`src/rtl/prime_pkg.sv`:
```
// Shared prime-table definitions: index/value widths used by the prime RAM,
// the populate block and the read-port arbiter, plus the response tag that
// travels alongside an outstanding prime RAM read.
package prime_pkg;

  localparam int unsigned PRIME_ADDR_W = 8;
  localparam int unsigned PRIME_DATA_W = 10;
  // Upper bound on requesters sharing one port; sizes the one-hot tag id.
  localparam int unsigned MAX_REQ      = 8;
  localparam int unsigned GRANT_CNT_W  = 16;

  // One in-flight read: owner (one-hot) and whether its data must be discarded.
  typedef struct packed {
    logic               valid;
    logic [MAX_REQ-1:0] id;
    logic               err;
  } rsp_tag_t;

endpackage

```
`src/rtl/rr_arbiter.sv`:
```
// Combinational round-robin pick: returns a one-hot grant for the first set
// request at or above the pointer, searching upward with wrap-around.
//   req_i   : request vector
//   ptr_i   : highest-priority index this cycle (must be < NUM_REQ)
//   grant_o : one-hot grant, all zero when no request is set
module rr_arbiter #(
  parameter int unsigned NUM_REQ = 4,
  parameter int unsigned PTR_W   = 2
) (
  input  logic [NUM_REQ-1:0] req_i,
  input  logic [PTR_W-1:0]   ptr_i,
  output logic [NUM_REQ-1:0] grant_o
);

  logic [NUM_REQ-1:0]   req_rot;
  logic [NUM_REQ-1:0]   gnt_rot;
  logic [2*NUM_REQ-1:0] gnt_dbl;

  // Rotate so the pointer lands on bit 0, isolate the lowest set bit, rotate back.
  always_comb begin
    req_rot = NUM_REQ'({req_i, req_i} >> ptr_i);
    gnt_rot = req_rot & (~req_rot + NUM_REQ'(1));
    gnt_dbl = {NUM_REQ'(0), gnt_rot} << ptr_i;
    grant_o = gnt_dbl[NUM_REQ-1:0] | gnt_dbl[2*NUM_REQ-1:NUM_REQ];
  end

endmodule

```
`src/rtl/prime_ram_arbiter.sv`:
```
// Shares the single read port of the generated-prime RAM between NUM_REQ
// requesters. One round-robin grant per cycle while the prime table is valid;
// each granted index is range-checked against prime_count and the answer is
// returned to its owner, tagged one-hot, RAM_LATENCY cycles later.
// Ports:
//   clk, reset_n   : clock, asynchronous active-low reset
//   table_valid    : prime table complete; low while calculating/populating
//   prime_count    : number of valid entries in the prime RAM
//   req, req_addr  : per-requester level request and index (slice i = requester i)
//   ack            : one-hot grant pulse in the grant cycle (combinational)
//   rsp_valid      : one-hot response strobe
//   rsp_data       : prime value, zero when no response or on error
//   rsp_err        : response invalid (out of range or flushed)
//   ram_ren        : prime RAM read enable (combinational)
//   ram_address    : prime RAM read index (combinational)
//   ram_q          : prime RAM read data, valid RAM_LATENCY cycles after ram_ren
//   grant_count    : saturating count of grants since reset
module prime_ram_arbiter
  import prime_pkg::*;
#(
  parameter int unsigned NUM_REQ     = 4,
  parameter int unsigned ADDR_W      = PRIME_ADDR_W,
  parameter int unsigned DATA_W      = PRIME_DATA_W,
  parameter int unsigned RAM_LATENCY = 1
) (
  input  logic                       clk,
  input  logic                       reset_n,
  input  logic                       table_valid,
  input  logic [ADDR_W:0]            prime_count,
  input  logic [NUM_REQ-1:0]         req,
  input  logic [NUM_REQ*ADDR_W-1:0]  req_addr,
  output logic [NUM_REQ-1:0]         ack,
  output logic [NUM_REQ-1:0]         rsp_valid,
  output logic [DATA_W-1:0]          rsp_data,
  output logic                       rsp_err,
  output logic                       ram_ren,
  output logic [ADDR_W-1:0]          ram_address,
  input  logic [DATA_W-1:0]          ram_q,
  output logic [GRANT_CNT_W-1:0]     grant_count
);

  localparam int unsigned PTR_W = (NUM_REQ > 1) ? $clog2(NUM_REQ) : 1;
  localparam logic [GRANT_CNT_W-1:0] CNT_MAX = '1;

  logic [NUM_REQ-1:0]     arb_req;
  logic [NUM_REQ-1:0]     grant;
  logic                   any_grant;
  logic [PTR_W-1:0]       sel_idx;
  logic [ADDR_W-1:0]      sel_addr;
  logic                   in_range;
  logic [PTR_W-1:0]       ptr_q, ptr_d;
  logic [GRANT_CNT_W-1:0] grant_count_q, grant_count_d;
  rsp_tag_t               new_tag;
  rsp_tag_t               tag_q [RAM_LATENCY];
  rsp_tag_t               tag_d [RAM_LATENCY];
  rsp_tag_t               out_tag;
  logic                   unused_tag_id;

  // Requests are only visible to the arbiter while the table is valid and out of reset.
  assign arb_req = (table_valid && reset_n) ? req : '0;

  rr_arbiter #(
    .NUM_REQ (NUM_REQ),
    .PTR_W   (PTR_W)
  ) u_rr_arbiter (
    .req_i   (arb_req),
    .ptr_i   (ptr_q),
    .grant_o (grant)
  );

  assign any_grant = |grant;

  // Index and address of the granted requester.
  always_comb begin
    sel_idx  = '0;
    sel_addr = '0;
    for (int i = 0; i < int'(NUM_REQ); i++) begin
      if (grant[i]) begin
        sel_idx  = PTR_W'(i);
        sel_addr = req_addr[i*ADDR_W +: ADDR_W];
      end
    end
  end

  assign in_range    = ({1'b0, sel_addr} < prime_count);
  assign ack         = grant;
  assign ram_ren     = any_grant & in_range;
  assign ram_address = ram_ren ? sel_addr : '0;

  // Pointer moves just past the winner; holds when nothing is granted.
  always_comb begin
    ptr_d = ptr_q;
    if (any_grant) begin
      ptr_d = (sel_idx == PTR_W'(NUM_REQ - 1)) ? '0 : sel_idx + PTR_W'(1);
    end
  end

  always_comb begin
    grant_count_d = grant_count_q;
    if (any_grant && (grant_count_q != CNT_MAX)) begin
      grant_count_d = grant_count_q + GRANT_CNT_W'(1);
    end
  end

  // Tag for the read issued this cycle; out-of-range reads still get a tag.
  always_comb begin
    new_tag = '0;
    if (any_grant) begin
      new_tag.valid = 1'b1;
      new_tag.id    = MAX_REQ'(grant);
      new_tag.err   = ~in_range;
    end
  end

  // Tag shift register; while the table is invalid every tag still in flight
  // is poisoned, so its RAM data is never forwarded.
  always_comb begin
    tag_d[0] = new_tag;
    for (int k = 1; k < int'(RAM_LATENCY); k++) begin
      tag_d[k]     = tag_q[k-1];
      tag_d[k].err = tag_q[k-1].err | ~table_valid;
    end
  end

  always_ff @(posedge clk or negedge reset_n) begin
    if (!reset_n) begin
      ptr_q         <= '0;
      grant_count_q <= '0;
      for (int k = 0; k < int'(RAM_LATENCY); k++) begin
        tag_q[k] <= '0;
      end
    end else begin
      ptr_q         <= ptr_d;
      grant_count_q <= grant_count_d;
      for (int k = 0; k < int'(RAM_LATENCY); k++) begin
        tag_q[k] <= tag_d[k];
      end
    end
  end

  // Last tag stage lines up with ram_q for the same read.
  assign out_tag       = tag_q[RAM_LATENCY-1];
  assign unused_tag_id = ^out_tag.id;
  assign rsp_valid     = out_tag.valid ? out_tag.id[NUM_REQ-1:0] : '0;
  assign rsp_err       = out_tag.valid & out_tag.err;
  assign rsp_data      = (out_tag.valid && !out_tag.err) ? ram_q : '0;
  assign grant_count   = grant_count_q;

endmodule

```
`config.mk`:
```
export PLATFORM = sky130hd
export DESIGN_NAME = prime_ram_arbiter
export DESIGN_NICKNAME = d
export VERILOG_FILES = /design/src/rtl/prime_pkg.sv /design/src/rtl/rr_arbiter.sv /design/src/rtl/prime_ram_arbiter.sv
export SDC_FILE = /design/constraint.sdc
export NUM_CORES = 1
export LEC_CHECK = 0
export BUFFER_PORTS_ARGS = -buffer_cell sky130_fd_sc_hd__buf_2
export CORE_UTILIZATION = 40
export CTS_BUF_LIST = sky130_fd_sc_hd__clkbuf_8
export DETAILED_ROUTE_END_ITERATION = 10
export PLACE_DENSITY_LB_ADDON = 0.1
export SLEW_MARGIN = 20
export SYNTH_ARGS = -nofsm -noshare
export SYNTH_HDL_FRONTEND = slang
export SYNTH_SLANG_ARGS = --single-unit
```
`constraint.sdc`:
```
create_clock -name clk -period 7.36 [get_ports clk]
set_clock_uncertainty 0.15 [all_clocks]
set_input_delay 0.736 -clock clk [delete_from_list [all_inputs] [get_ports clk]]
set_output_delay 0.736 -clock clk [all_outputs]
set_load 0.03 [all_outputs]
```
== After elaboration in Yosys (flattened, before gate mapping) ==
Index checks and enable logic that the tools add are counted.

* Bits in registers: 24
* Input bits: 58
* Output and inout port bits: 44
* Logic and storage cells: 37

* Add/subtract/negate cells: 3
* Order comparisons: 1
* Equal/unequal tests: 2
* Shift-type cells: 2
* Multiplexer cells: 13
* Bitwise operators: 6
* Reduce and logical (&&, ||, !) cells: 5

{| class="wikitable"
|+ Operators by type and width
! cell !! number
|-
| $mux 8 || 5
|-
| $mux 10 || 2
|-
| $add 16x1->16 const B || 1
|-
| $ne 16x16->1 const B || 1
|-
| $lt 8x9->1 || 1
|-
| $mux 4 || 2
|-
| $shl 4x2->8 || 1
|-
| $shr 8x2->4 || 1
|-
| $mux 2 || 3
|-
| $add 4x1->4 const B || 1
|-
| $and 4x4->4 || 1
|-
| $not 4->4 || 1
|-
| $or 4x4->4 || 1
|-
| $reduce_or 4->1 || 1
|-
| $logic_and 1x1->1 || 3
|-
| $add 2x1->2 const B || 1
|-
| $and 1x1->1 || 2
|-
| $eq 2x2->1 const B || 1
|-
| $logic_not 1->1 || 1
|-
| $mux 1 || 1
|-
| $not 1->1 || 1
|}

== Longest topological paths before layout ==
Gate-level depths: netlist of the first run.

* Word-level depth: 15
* Depth in mapped cells: 15

== By module ==
A second synthesis of the first run with hierarchy kept.

* Cell total of the unflattened synthesis: 206
* Area total of the unflattened synthesis: 1843.0 µm²

{| class="wikitable"
|+ By module, submodules not included
! module !! instances !! cells each !! area an instance (µm²) !! sequential area each (µm²)
|-
| prime_ram_arbiter || 1 || 188 || 1732.9 || 600.6
|-
| rr_arbiter || 1 || 18 || 110.1 || 0.0
|}

== Worst setup path before layout of the first run ==
No wires, ideal clock.

* Path kind: input -> output
* Start: input port req[1]
* End: output port ram_address[1]
* Data arrival time: 3.725 ns
* Data required time: 6.474 ns
* Path slack: 2.749 ns
* Cell stages on the path: 14
* Path buffers: 2
* Cells stage by stage: buf_2 > or3_1 > a221o_1 > buf_6 > clkinv_4 > a21oi_4 > a211o_1 > nand2_1 > ha_1 > a211oi_1 > nor2_1 > o21ai_0 > a211oi_1 > a211oi_1

* Elaborated cells between the ends (all ways): 15
* Those cells by class: add/sub (1); order compare (1); shift (2); mux (6); bitwise (4); reduce/logical (1)

{| class="wikitable"
|+ RTL lines
! element !! line !! text
|-
| start: declaration || prime_ram_arbiter.sv:30 || <nowiki>input logic [NUM_REQ-1:0] req,</nowiki>
|-
| $mux 4 (*) || prime_ram_arbiter.sv:60 || <nowiki>assign arb_req = (table_valid && reset_n) ? req : '0;</nowiki>
|-
| $shr 8x2->4 (*) || rr_arbiter.sv:21 || <nowiki>req_rot = NUM_REQ'({req_i, req_i} >> ptr_i);</nowiki>
|-
| $not 4->4 || rr_arbiter.sv:22 || <nowiki>gnt_rot = req_rot & (~req_rot + NUM_REQ'(1));</nowiki>
|-
| $add 4x1->4 || rr_arbiter.sv:22 ||
|-
| $and 4x4->4 (*) || rr_arbiter.sv:22 ||
|-
| $shl 4x2->8 (*) || rr_arbiter.sv:23 || <nowiki>gnt_dbl = {NUM_REQ'(0), gnt_rot} << ptr_i;</nowiki>
|-
| $or 4x4->4 (*) || rr_arbiter.sv:24 || <nowiki>grant_o = gnt_dbl[NUM_REQ-1:0] | gnt_dbl[2*NUM_REQ-1:NUM_REQ];</nowiki>
|-
| named net ack[2] || prime_ram_arbiter.sv:32 || <nowiki>output logic [NUM_REQ-1:0] ack,</nowiki>
|-
| $mux 8 (2 in a row) || prime_ram_arbiter.sv:78 || <nowiki>if (grant[i]) begin</nowiki>
|-
| $lt 8x9->1 || prime_ram_arbiter.sv:85 || <nowiki>assign in_range = ({1'b0, sel_addr} < prime_count);</nowiki>
|-
| $and 1x1->1 || prime_ram_arbiter.sv:87 || <nowiki>assign ram_ren = any_grant & in_range;</nowiki>
|-
| $mux 8 (*) || prime_ram_arbiter.sv:88 || <nowiki>assign ram_address = ram_ren ? sel_addr : '0;</nowiki>
|-
| end: declaration || prime_ram_arbiter.sv:37 || <nowiki>output logic [ADDR_W-1:0] ram_address,</nowiki>
|}

The timed path passes the listed nets; every way through them passes the cells marked *.

== Final worst setup path of the first run ==
* Start: input port reset_n
* End: output port ram_address[7]

* Longest elaborated chain between the ends: 15
* Elaborated cells between the ends (all ways): 16
* Those cells by class: add/sub (1); order compare (1); shift (2); mux (6); bitwise (4); reduce/logical (2)

{| class="wikitable"
|+ RTL lines
! element !! line !! text
|-
| start: declaration || prime_ram_arbiter.sv:27 || <nowiki>input logic reset_n,</nowiki>
|-
| $logic_and 1x1->1 (*) || prime_ram_arbiter.sv:60 ||
|-
| $mux 4 (*) || prime_ram_arbiter.sv:60 ||
|-
| $shr 8x2->4 (*) || rr_arbiter.sv:21 ||
|-
| $not 4->4 || rr_arbiter.sv:22 ||
|-
| $add 4x1->4 || rr_arbiter.sv:22 ||
|-
| $and 4x4->4 (*) || rr_arbiter.sv:22 ||
|-
| $shl 4x2->8 (*) || rr_arbiter.sv:23 ||
|-
| $or 4x4->4 (*) || rr_arbiter.sv:24 ||
|-
| $mux 8 (4 in a row) || prime_ram_arbiter.sv:78 ||
|-
| $lt 8x9->1 || prime_ram_arbiter.sv:85 ||
|-
| $and 1x1->1 || prime_ram_arbiter.sv:87 ||
|-
| $mux 8 (*) || prime_ram_arbiter.sv:88 ||
|}

Every way passes the cells marked *; elsewhere a longest branch is shown, timed or not.

==> results of run 1 <==
==> Yosys cell counts, types with 3 or more instances <==
cell type and number:
sky130_fd_sc_hd__ha_1 8, sky130_fd_sc_hd__nand3_1 10, sky130_fd_sc_hd__o211ai_1 9, sky130_fd_sc_hd__nand2_1 23, sky130_fd_sc_hd__buf_2 5, sky130_fd_sc_hd__a211o_1 7, sky130_fd_sc_hd__o21ai_0 3, sky130_fd_sc_hd__and2_1 16
sky130_fd_sc_hd__nor3_1 8, sky130_fd_sc_hd__and3_1 5, sky130_fd_sc_hd__nor2_1 14, sky130_fd_sc_hd__o32ai_1 8, sky130_fd_sc_hd__buf_6 3, sky130_fd_sc_hd__o21a_1 6, sky130_fd_sc_hd__dfrtp_1 24, sky130_fd_sc_hd__nand4_1 4
sky130_fd_sc_hd__xor2_1 9, sky130_fd_sc_hd__a211oi_1 11, sky130_fd_sc_hd__inv_1 11, sky130_fd_sc_hd__xnor2_1 5
==> sequential cells by signal (all words and copies together), names as in the netlist <==
signal,count
ptr_q,2
out_tag,6
grant_count,16
==> cell families (layout without fill, tap and decap cells) <==
family | count (synthesis) | count (layout) | synth area share, %
XOR/XNOR | 14 | 14 | 6.270
adder cells (fa/ha/maj) | 8 | 8 | 5.119
multiplexers | 2 | 2 | 1.343
AND/OR/NAND/NOR | 92 | 92 | 23.99
AO/OA/AOI/OAI | 61 | 61 | 26.23
flip-flops | 24 | 24 | 30.71
buffers and inverters | 24 | 120 | 6.334
==> layer usage <==
metal / track usage (%) / vias up / routed length (um)
met5: 0 / - / 0
met3: 3.611 / 6 / 324
met1: 28.13 / 908 / 2450
met4: 2.832 / 0 / 40
li1: - / 1023 / -
met2: 32.81 / 79 / 2384
==> cells in the final DEF, fill, tap and decap left out, types with 9 or more instances in the layout <==
cell type / count
sky130_fd_sc_hd__buf_2: 101
sky130_fd_sc_hd__dfrtp_1: 24
sky130_fd_sc_hd__nand2_1: 23
sky130_fd_sc_hd__and2_1: 16
sky130_fd_sc_hd__nor2_1: 14
sky130_fd_sc_hd__inv_1: 11
sky130_fd_sc_hd__a211oi_1: 11
sky130_fd_sc_hd__nand3_1: 10
sky130_fd_sc_hd__o211ai_1: 9
sky130_fd_sc_hd__xor2_1: 9
==> where the power goes <==
part	internal, mW	leakage [nW]	switching (mW)
sequential	0.153	0.318	0.0327
clock	0.0477	0.0288	0.0411
combinational	0.0892	0.998	0.148
total	0.289	1.35	0.222
==> worst reg2reg max path, cell delays in order, from the launching register on <==
cell and delay [ps]:
sky130_fd_sc_hd__dfrtp_1 530, sky130_fd_sc_hd__nor2_2 460, sky130_fd_sc_hd__a221o_1 520, sky130_fd_sc_hd__clkinv_4 110
sky130_fd_sc_hd__a21oi_4 230, sky130_fd_sc_hd__a211o_1 180, sky130_fd_sc_hd__nand2_1 60, sky130_fd_sc_hd__ha_1 300
sky130_fd_sc_hd__a211oi_1 210, sky130_fd_sc_hd__nor2_1 70, sky130_fd_sc_hd__o21ai_0 160, sky130_fd_sc_hd__a211oi_1 100
sky130_fd_sc_hd__buf_4 190, sky130_fd_sc_hd__o21a_1 180
==> worst paths after layout <==
kind,to,slack [ps],cells after the start
max reg2reg,out_tag[0],3790,13
max in group asynchronous,out_tag[0],6360,1
min reg2reg,grant_count[6],350,1
max,ram_address[7],2530,15
min,grant_count[2],310,1
min in group clk,grant_count[6],350,1
==> per-stage QoR <==
step	cell area (um^2)	worst slack, ps	hold WS [ps]
after floorplan	1956	2749	290.4
after global placement	2486	2556	330.3
after detailed placement	2486	2482	346.0
after CTS	2541	2466	332.6
after global routing	2541	2188	363.3
final	2541	2526	312.0
==> area by class of cell <==
| type | count | share of cell area (%) |
|---|---|---|
| well taps | 67 | 3.299 |
| repair buffers | 102 | 20.19 |
| inverters | 14 | 2.265 |
| flip-flops and latches | 24 | 23.63 |
| multi-input cells | 177 | 48.45 |
| clock buffers | 4 | 2.166 |
==> results.md, run 1 <==
Layout:
- The count of cells in the finished layout, fillers not included, comes to 388.
- The fraction of final layout cells sized beyond drive strength 1 is around 37%.
- After the last flow step, the layout net total stands at 388.
- 0 antenna diodes ended up in the layout.
- The total area of sequential cells is approximately 600 um^2.
- Compared with the post-synthesis result, the final layout area differs by 29.94%.
- The area of combinational cells with multiple inputs is approximately 0.0012 mm^2.
- Measured on the finished design, the core utilization comes to 53.80%.
- The number of filler instances in the final layout is 446.

Timing:
- The max-slew violation total from the final report was 0.
- The post-route minimum period is 4834 ps.
- The worst path uses 65.68% of the clock period.
- At the pin with the least slew margin, the transition time is 585.7 ps.
- Setup repair after global routing left no endpoint under its margin.
- In this run the tightest slew margin relative to its limit is 60.95%.
- For the final routed database, the setup TNS stands at 0 ps.
- The final count of negative-setup-slack endpoints is 0.
- The final-report hold violation count was 0.
- The highest attainable clock frequency is 206.9 MHz.

Yosys:
- When the netlist entered floorplanning its net count stood at 291.
- For this run, the number of Yosys warnings is 0.
- The synthesized netlist contains 48 unique library cells.
- The cell count after synthesis came out at 225.
- Dividing the synthesized area by the synthesized cell count gives 8.692 um^2.
- The most frequently used flop master after synthesis is sky130_fd_sc_hd__dfrtp_1.
- In this run, synthesis produced a sequential element count of 24.
- Counting flops with an async set or reset pin after synthesis yields a share of 100.0%.
- The synthesized design spends more area on one cell type than any other, namely sky130_fd_sc_hd__dfrtp_1.
- The area of the mapped netlist is 0.001956 mm^2.
- Counting flops with a built-in enable in the synthesized netlist gives 0.
- The top cell type by area accounts for just over 30% of the synthesized area.
- For this run, the register share of the synthesized area comes to 30.71%.
- By area the synthesized netlist is led by sky130_fd_sc_hd__dfrtp_1, sky130_fd_sc_hd__and2_1, sky130_fd_sc_hd__ha_1.

CTS:
- The number of resized instances in the post-cts repair step is 0.
- The clock tree root driver cell is sky130_fd_sc_hd__clkbuf_8.
- Buffers added to address setup during post-CTS repair amount to 0.
- After clock tree synthesis, the clock-pin slew on the worst setup and hold paths is 80 ps.
- The number of sinks handled by clock tree synthesis is 24.
- The total number of H-tree levels is 1.
- The clock network latency to the later pin of the worst-skew pair is 260 ps.
- The maximum number of buffers from clock root to sink is 2.
- After clock tree synthesis, the flow added hold-fix buffers numbering 0.
- The number of clock buffers added by TritonCTS is 3.
- TritonCTS built the clock tree.

Critical path:
- The critical-path maximum fanout is 29.
- The startpoint identified for the worst register-to-register timing path is ptr_q[1].
- The data arrival time of the critical path is 3950 ps.
- Traced cell by cell, the critical path runs through buf_2 -> and2_1 -> nand3_1 -> or2_1 -> inv_2 -> a211o_1 -> nand2_1 -> ha_1 -> a211oi_1 -> nor2_1 -> o21ai_0 -> a211oi_1 -> buf_4 -> a211oi_1 -> buf_2.
- Together, buffers and inverters on the worst path number 4.
- The launching element of the worst setup path is reset_n.
- The critical path required time is 6470 ps.
- The cell with the largest stage delay on the worst path is sky130_fd_sc_hd__buf_2.
- STA classifies the critical path startpoint as an input pin.
- Among the stages of the critical path, the cell type that occurs most often is sky130_fd_sc_hd__a211oi_1.
- The cell class contributing the biggest share of worst-path delay is buffers and inverters.
- In this design, the stage delay of the slowest critical-path cell is 470 ps.
- The type of destination of the critical path is an output port.
- The startpoint-to-endpoint class of the critical path is in -> out.

Detailed routing:
- The total number of vias is 2016.
- The post-route antenna net violation count is 0.
- The detailed router finished its first iteration with 121 violations.
- After detailed routing, the number of remaining DRC violations is 0.
- The average wire per standard cell is 13.40 um.
- After detailed routing, the total wire length is 5199 um.
- Dividing the detail-routed via count by the number of cells gives 5.196.
- The first detailed-routing pass took 6 iterations.

GRT:
- Global routing used 19.93% of the available tracks across all layers.
- Entering global routing, the biggest net connects 30 pins.
- The global-route wire length before repair is a little over 8000 um.
- The number of global-route vias before repair was 1789.
- The overall overflow remaining after global route is 0.
- The number of antenna violations at the first check in global routing is 0.

Power:
- VDD sags by at most 0.06521 mV.
- In this run the power density over the cells is 201.3 mW/mm^2.
- The design draws between 0.5 and 0.6 mW.
- The leakage power of the design is 1.345 nW.

Placed design:
- The quantity of I/O buffers inserted on ports is about 100.
- The instance count after placement with tap cells included is 384.
- The placer's final routability congestion estimate is roughly 0.84.
- The final HPWL from detailed placement is 4091 um.

Floorplanning:
- The floorplan step set the die width to 71.92 um.
- The core region is around 0.0047 mm^2.
- In this run the count of I/O pins placed on the die edge is 102.
- The effective utilization at floorplan is 41.40%.
- The floorplan step set the die height to 71.92 um.
- The number of rows created at floorplan is 25.
- The floorplan step defined a die boundary enclosing 0.005172 mm^2.

Job:
- Max-cap violations in this run came to 0.

Hold path:
- The worst min-delay path category is in -> async.

Status:
- The flow ran to the end, and the final reports show no timing, DRC or antenna violations.
(Power assumes the default switching activity.)
==> run 2: changes to the inputs <==
==> constraint.sdc (replaced) <==
create_clock -name clk -period 4 [get_ports clk]
set_clock_uncertainty 0.15 [all_clocks]
set_input_delay 0.4 -clock clk [delete_from_list [all_inputs] [get_ports clk]]
set_output_delay 0.4 -clock clk [all_outputs]
set_load 0.03 [all_outputs]
==> results.md, run 2 (synthesized netlist as in run 1, its figures left out) <==
Critical path:
- In this run the worst setup path begins at ptr_q[0].
- The critical path in this run is classified as reg -> out.
- The worst register-to-register path begins at ptr_q[0].
- The data arrival time of the critical path is 3320 ps.
- The critical path required time is between 3000 and 4000 ps.
- The type of destination of the critical path is an output port.
- Along the worst path, the maximum fanout reaches 9.
- The worst setup path is launched from a flop.

Power:
- The completed layout was analyzed and its total power is 0.9872 mW.
- VDD sags by at most 0.1615 mV.
- The leakage power of the design is approximately 1.4 nW.
- The power density over the cells is 368.7 mW/mm^2.

Floorplanning:
- The count of pins on the block boundary is 102.
- The total die area is 0.005172 mm^2.
- The die extent in x is 71.92 um.
- The initial utilization of the core area, before any placement, comes to 41.40%.
- After floorplanning, the core was divided into 25 placement rows.
- From bottom edge to top edge, the die measures between 70 and 80 um.
- The area of the core is roughly 0.0047 mm^2.

GRT:
- Entering global routing, the biggest net connects 25 pins.
- The number of global-route vias before repair came to 1911.
- The global router's overall resource usage is between 20% and 30%.
- The number of antenna violations at the first check in global routing came to 0.
- The first global-routing pass estimated 8597 um of wire.
- Summed over all layers, the global routing overflow is 0.

Placed design:
- The pre-CTS setup slack is 150.4 ps.
- Summing all placed instances gives a cell area of 0.002554 mm^2.
- The placer's final routability congestion estimate is between 0.8 and 0.9.
- The quantity of I/O buffers inserted on ports is 101.
- The final HPWL from detailed placement is 4229 um.
- The instance count after placement with tap cells included is between 300 and 400.

Layout:
- Leaving out fill and tap cells, the most frequent cell in the layout is sky130_fd_sc_hd__buf_2.
- The cell area after layout is 0.002678 mm^2.
- The total number of nets in the final design is ~400.
- The library cells used most frequently in the layout, excluding fill and tap cells, are sky130_fd_sc_hd__buf_2, sky130_fd_sc_hd__nand2_1, sky130_fd_sc_hd__dfrtp_1.
- The number of flip-flops under the largest register name is 16.
- The number of antenna cells inserted is 0.
- The area growth from synthesis to layout is 36.92%.
- The final core utilization is 56.69%.
- The final non-filler cell total is between 400 and 500.
- The post-route netlist has a little over two fifths of its cells at a drive strength greater than 1.

CTS:
- The clock tree root driver cell is sky130_fd_sc_hd__clkbuf_8.
- No sink is reached through more buffers than the 2 on the longest clock path.
- After clock tree synthesis, the clock-pin slew on the worst setup and hold paths is 80 ps.
- The number of sinks handled by clock tree synthesis is 24.
- Clock tree synthesis inserted a total of 3 buffers.
- The total number of H-tree levels is 1.
- The clock network latency to the later pin of the worst-skew pair is between 200 and 300 ps.
- The CTS tree is done.

Detailed routing:
- Dividing the detail-routed wire length by the instance count gives 13.71 um.
- After the first detailed-routing iteration, the DRC count stood at 143.
- After detailed routing, the number of remaining DRC violations is 0.
- The total number of vias is 2080.
- The sum of routed wire length over all layers is 5497 um.
- The count of TritonRoute iterations in the first routing pass is 6.
- The post-route antenna net violation count is 0.
- The ratio of routed vias to standard cells is between 5 and 6.

Timing:
- The final count of negative-setup-slack endpoints is 0.
- The final-report hold violation count is 0.
- The post-layout worst setup margin is between 100 and 150 ps.
- For the pin with the worst max-slew slack, the measured transition is 590.4 ps.
- The max-slew headroom at the worst pin is 60.21%.
- The final worst-path cycle share is between 90% and 100%.
- The max-slew violation total from the final report came to 0.
- The setup TNS is 0 ps.
- The final hold slack is 63.02 ps.
- The post-route minimum period is 3866 ps.
- Static timing analysis puts the maximum clock frequency at 258.7 MHz.

Job:
- The number of maximum-capacitance violations is 0.

Status:
- The run finished with clean final reports.

Hold path:
- The min-delay analysis places its worst path in the category in -> async.
run 2: cell count changes in the layout (fill, tap and decap cells not counted), sizes merged:
cell	delta
buf	+12
clkbuf	+1
run 2: timing repair:
action | in CTS | in global routing
hold buffers | 0 | 0
pin swaps | 0 | 1
setup endpoints to repair | 9 | 9
gates resized for setup | 2 | 15
buffers inserted | 0 | 4
run 2: area by class of cell:
class                           count  area (um^2)
Timing Repair Buffer              115        626.9
Inverter                           14        60.06
Tap cell                           67        83.83
Sequential cell                    24        601.8
Multi-Input combinational cell    177         1250
Fill cell                         455         2046
Clock buffer                        4        55.05
run 2: final timing paths:
path / cells after the start / slack (ps) / endpoint
worst max-delay path: 14 / 130 / ram_ren
max in group asynchronous: 2 / 3380 / ptr_q[0]
worst min register to register: 1 / 350 / grant_count[6]
min in group clk: 1 / 350 / grant_count[6]
worst max register to register: 13 / 880 / out_tag[0]
worst min-delay path: 2 / 60 / grant_count[2]
run 2: power breakdown:
| part | internal [mW] | switching [mW] |
|---|---|---|
| combinational | 0.200 | 0.298 |
| sequential | 0.282 | 0.0437 |
| clock | 0.0878 | 0.0758 |
run 2: critical path, cell delays in order (launching register included):
cell and delay (ps):
sky130_fd_sc_hd__dfrtp_2 460, sky130_fd_sc_hd__mux2_4 280, sky130_fd_sc_hd__a221o_2 420, sky130_fd_sc_hd__buf_4 180, sky130_fd_sc_hd__o32ai_1 110, sky130_fd_sc_hd__a211o_1 190, sky130_fd_sc_hd__nand2_1 70, sky130_fd_sc_hd__ha_1 320
sky130_fd_sc_hd__nand4b_1 110, sky130_fd_sc_hd__nor2_1 160, sky130_fd_sc_hd__o41ai_1 140, sky130_fd_sc_hd__a41oi_2 180, sky130_fd_sc_hd__buf_6 170, sky130_fd_sc_hd__nor3_1 60, sky130_fd_sc_hd__buf_4 200
run 2: metal layers:
layer	up-vias	track usage, %	wire length (um)
met5	-	0	0
met4	0	5.664	64
met3	6	5.694	386
met2	76	34.70	2653
met1	950	26.77	2392
li1	1048	-	-
==> run 3: changes to the inputs <==
--- a/config.mk
+++ b/config.mk
@@ -5,6 +5,7 @@
 export SDC_FILE = /design/constraint.sdc
 export NUM_CORES = 1
 export LEC_CHECK = 0
+export ABC_AREA = 1
 export BUFFER_PORTS_ARGS = -buffer_cell sky130_fd_sc_hd__buf_2
 export CORE_UTILIZATION = 40
 export CTS_BUF_LIST = sky130_fd_sc_hd__clkbuf_8
==> results.md, run 3 <==
Layout:
- The final non-filler cell total is 528.
- The finished cells cover 0.003264 mm^2.
- The total number of nets in the final design is about 530.
- In the layout the commonest cells are sky130_fd_sc_hd__buf_2, sky130_fd_sc_hd__nand2_1, sky130_fd_sc_hd__inv_1.
- 0 antenna diodes ended up in the layout.
- The filler cells instantiated in the layout total between 500 and 600.
- The number of flip-flops under the largest register name is 16.
- The fraction of final layout cells sized beyond drive strength 1 is around 44%.
- The most common cell after layout, fill and taps aside is sky130_fd_sc_hd__buf_2.
- The area added between synthesis and finish is 47.07%.

Yosys:
- The area of the mapped netlist is 0.002220 mm^2.
- The share of async-settable or async-resettable flops after synthesis is 100.0%.
- Synthesis instantiated 31 different standard cells from the library.
- Summing the sequential cell areas from Yosys gives 27.06% of the chip area.
- The combinational family with the most area after synthesis is simple AND/OR/NAND/NOR gates.
- Yosys instantiated no cell more often than sky130_fd_sc_hd__nand2_1.
- The commonest cells after synthesis are sky130_fd_sc_hd__nand2_1, sky130_fd_sc_hd__inv_1, sky130_fd_sc_hd__nor2_1.
- The multiplexer share of the synthesized area is 0%.
- The share of synthesized cell area in full adder, half adder and majority cells is 4.510%.
- The fraction of the mapped netlist area in compound gates is 9.808%.
- The most area-hungry cell type in the Yosys netlist is sky130_fd_sc_hd__dfrtp_1.
- The top-area cell type share of the netlist area is 27.06%.
- The most frequently used flop master after synthesis is sky130_fd_sc_hd__dfrtp_1.
- After Yosys synthesis, XOR and XNOR cells account for 4.679% of the synthesized area.
- The mean instance size in the synthesized netlist is 6.626 um^2.
- The warning count from the yosys run is 0.
- Counting flops with a built-in enable in the synthesized netlist gives 0.
- The basic-gate share of the synthesized area counting and, or, nand and nor cells is 38.78%.
- The synthesized netlist net count is 401.
- Synthesis handed over a netlist of 335 instances.
- Synthesis inferred 24 register bits.
- After synthesis, the cell types taking the most area are sky130_fd_sc_hd__dfrtp_1, sky130_fd_sc_hd__nand2_1, sky130_fd_sc_hd__inv_1.

Timing:
- Setup repair after global routing could not meet its margin everywhere.
- The final-report hold violation count was 0.
- Subtracting the final worst setup slack from the clock period gives 4043 ps.
- The max-slew headroom at the worst pin is 67.21%.
- The worst path uses 101.1% of the clock period.
- Setup violations remaining at the end of the flow were counted as 9.
- The max-slew violation total from the final report is 0.
- The tightest hold path in the finished design has a slack of ~110 ps.
- The highest attainable clock frequency is 247.4 MHz.
- Across all setup checks in the final design, the least slack found is -42.78 ps.
- For the pin with the worst max-slew slack, the measured transition is ~490 ps.

Hold path:
- The worst min-delay path category is in -> async.

Critical path:
- The kind of cell with the highest combined delay along the critical path is simple AND/OR/NAND/NOR gates.
- STA classifies the critical path startpoint as a flop.
- The highest cell delay on the worst timing path is between 400 and 500 ps.
- The most frequent cell on the critical path is sky130_fd_sc_hd__nand4_1.
- The critical path in this run is classified as reg -> out.
- On the critical path, the stage with the largest delay is an instance of sky130_fd_sc_hd__dfrtp_2.
- The critical path required time is around 3500 ps.
- The critical path goes through buf_6 -> nand4_1 -> nand3_1 -> nand2_2 -> nand4_1 -> nand3_2 -> nand2_4 -> buf_6 -> o22ai_1 -> inv_1 -> a22oi_2 -> inv_1 -> ha_4 -> nand4_1 -> buf_4 -> nor2_1 -> nand2_1 -> nand3_2 -> nor2_1 -> buf_4.
- The data arrival time of the critical path is 3490 ps.
- The critical-path maximum fanout is 8.
- The worst setup path is captured at an output port.
- The buffering stage count on the worst path with inverters included is 6.

GRT:
- For this run, the total global-route usage over all layers was measured as between 20% and 30%.
- The number of antenna violations at the first check in global routing is 0.
- The number of global-route vias before repair is 2411.
- The total overflow left after global routing is 0.
- The pin count of the biggest net entering global routing is 25.
- The first global-routing pass estimated 10120 um of wire.

Detailed routing:
- The met3 wire length is around 430 um.
- In the final routed layout, each cell accounts on average for 12.03 um.
- The routed design uses 3089 um of met2 wire.
- The sum of routed wire length over all layers is 6354 um.
- The total number of vias is around 2600.
- The count of nets left with antenna violations once routing finished came out at 0.
- In this run, the number of DRC markers left after iteration 0 of detailed routing was between 80 and 90.
- The count of TritonRoute iterations in the first routing pass is 4.
- The detailed-route wire length on metal 1 is 2742 um.
- The number of remaining DRC errors is 0.
- The highest metal layer carrying signal wires in the routed design is met4.
- In the routed layout, each cell is associated on average with a via count of ~5.

Floorplanning:
- The die extent in x is 76.49 um.
- The total die area is between 0.005 and 0.006 mm^2.
- In this run the count of I/O pins placed on the die edge is between 100 and 150.
- From bottom edge to top edge, the die measures 76.49 um.
- The area of the core is 0.005238 mm^2.
- In this run the core area contains 26 standard-cell rows.
- The initial utilization of the core area, before any placement, comes to 42.38%.

Status:
- The flow ran to the end, but the final reports show violations.
- The final reports fail on setup timing.

CTS:
- The clock drives 24 sinks.
- The clock input transition at the sequential cells of the worst setup and hold paths is ~80 ps.
- The CTS tree is done.
- The clock network latency to the later pin of the worst-skew pair is 260 ps.
- In this run the number of H-tree levels came out at 1.
- TritonCTS created 3 clock buffers.
- The number of hold-repair buffers added at the cts stage is 0.
- The maximum number of buffers from clock root to sink is 2.
- The clock tree root driver cell is sky130_fd_sc_hd__clkbuf_8.

Placed design:
- The post-place instance area is between 0.002 and 0.003 mm^2.
- Counting tap cells, the placed design contains a total of 505 instances.
- The placer's final routability congestion estimate is 0.8608.
- Timing analysis after detailed placement gives a worst setup slack of 6.305 ps.
- The final HPWL from detailed placement is 4484 um.
- Input and output buffers added on the ports amount to 101.

Job:
- Across the run, the number of max-cap violations was 0.
## run 3: changes by cell type after synthesis, sizes merged, moves of 16 or more
cell,previous run,this run
and2,16,0
inv,13,67
nand2,23,91
nand3,10,40
nor2,15,36
## run 3: cell families (layout without fill, tap and decap cells)
group	count (synthesis)	count (layout)
buf+inv	77	199
fa+ha+maj	8	8
compound gates	33	33
xor+xnor	11	11
flops	24	24
simple gates	182	183
## run 3: path summary, 6_finish.rpt
check | to | from | cells after the start | slack [ps]
max | ram_address[7] | ptr_q[0] | 20 | -40
min | grant_count[2] | reset_n | 2 | 110
max reg2reg | out_tag[0] | ptr_q[0] | 19 | 710
min reg2reg | grant_count[5] | grant_count[5] | 2 | 380
max in group asynchronous | ptr_q[0] | reset_n | 2 | 3340
min in group clk | grant_count[5] | grant_count[5] | 2 | 380
## run 3: what timing repair did
action	4_1_cts	5_1_grt
setup endpoints to repair	9	9
setup buffers	10	8
cloned	1	0
pin swaps	15	21
resized for setup	26	43
## run 3: worst reg2reg max path: cells and delay by family, from the launching register on
family | cells | cell delay (ps)
AOI/OAI and AO/OA | 5 | 860
and+or+nand+nor | 8 | 910
adders and majority gates | 1 | 270
DFF | 1 | 450
buffers and inverters | 5 | 550
## run 3: metrics by stage
| stage | utilization [%] | setup TNS, ps |
|---|---|---|
| 3_5_place_dp | 53.32 | 0 |
| 2_1_floorplan | - | 0 |
| 6_report | 62.33 | -241.7 |
| 3_3_place_gp | 53.32 | 0 |
| 4_1_cts | 58.17 | 0 |
| 5_1_grt | 62.33 | -2280 |
## run 3: final cells by class
cell class | instances | area (um^2) | area share (%)
Clock buffer | 3 | 41.29 | 1.265
Clock inverter | 1 | 30.03 | 0.9199
Inverter | 69 | 267.8 | 8.202
Multi-Input combinational cell | 235 | 1483 | 45.42
Sequential cell | 24 | 601.8 | 18.44
Tap cell | 70 | 87.58 | 2.683
Timing Repair Buffer | 126 | 753.2 | 23.07
## run 3: layer usage
metal	global-route usage, %	vias up
met1	25.97	1182
li1	-	1309
met4	4.423	0
met5	0	-
met3	4.072	13
met2	36.67	107
Power of run 3 is left out: the tool's default activity adds up to more than one toggle a clock period on the data nets, which glitch-free logic cannot reach.
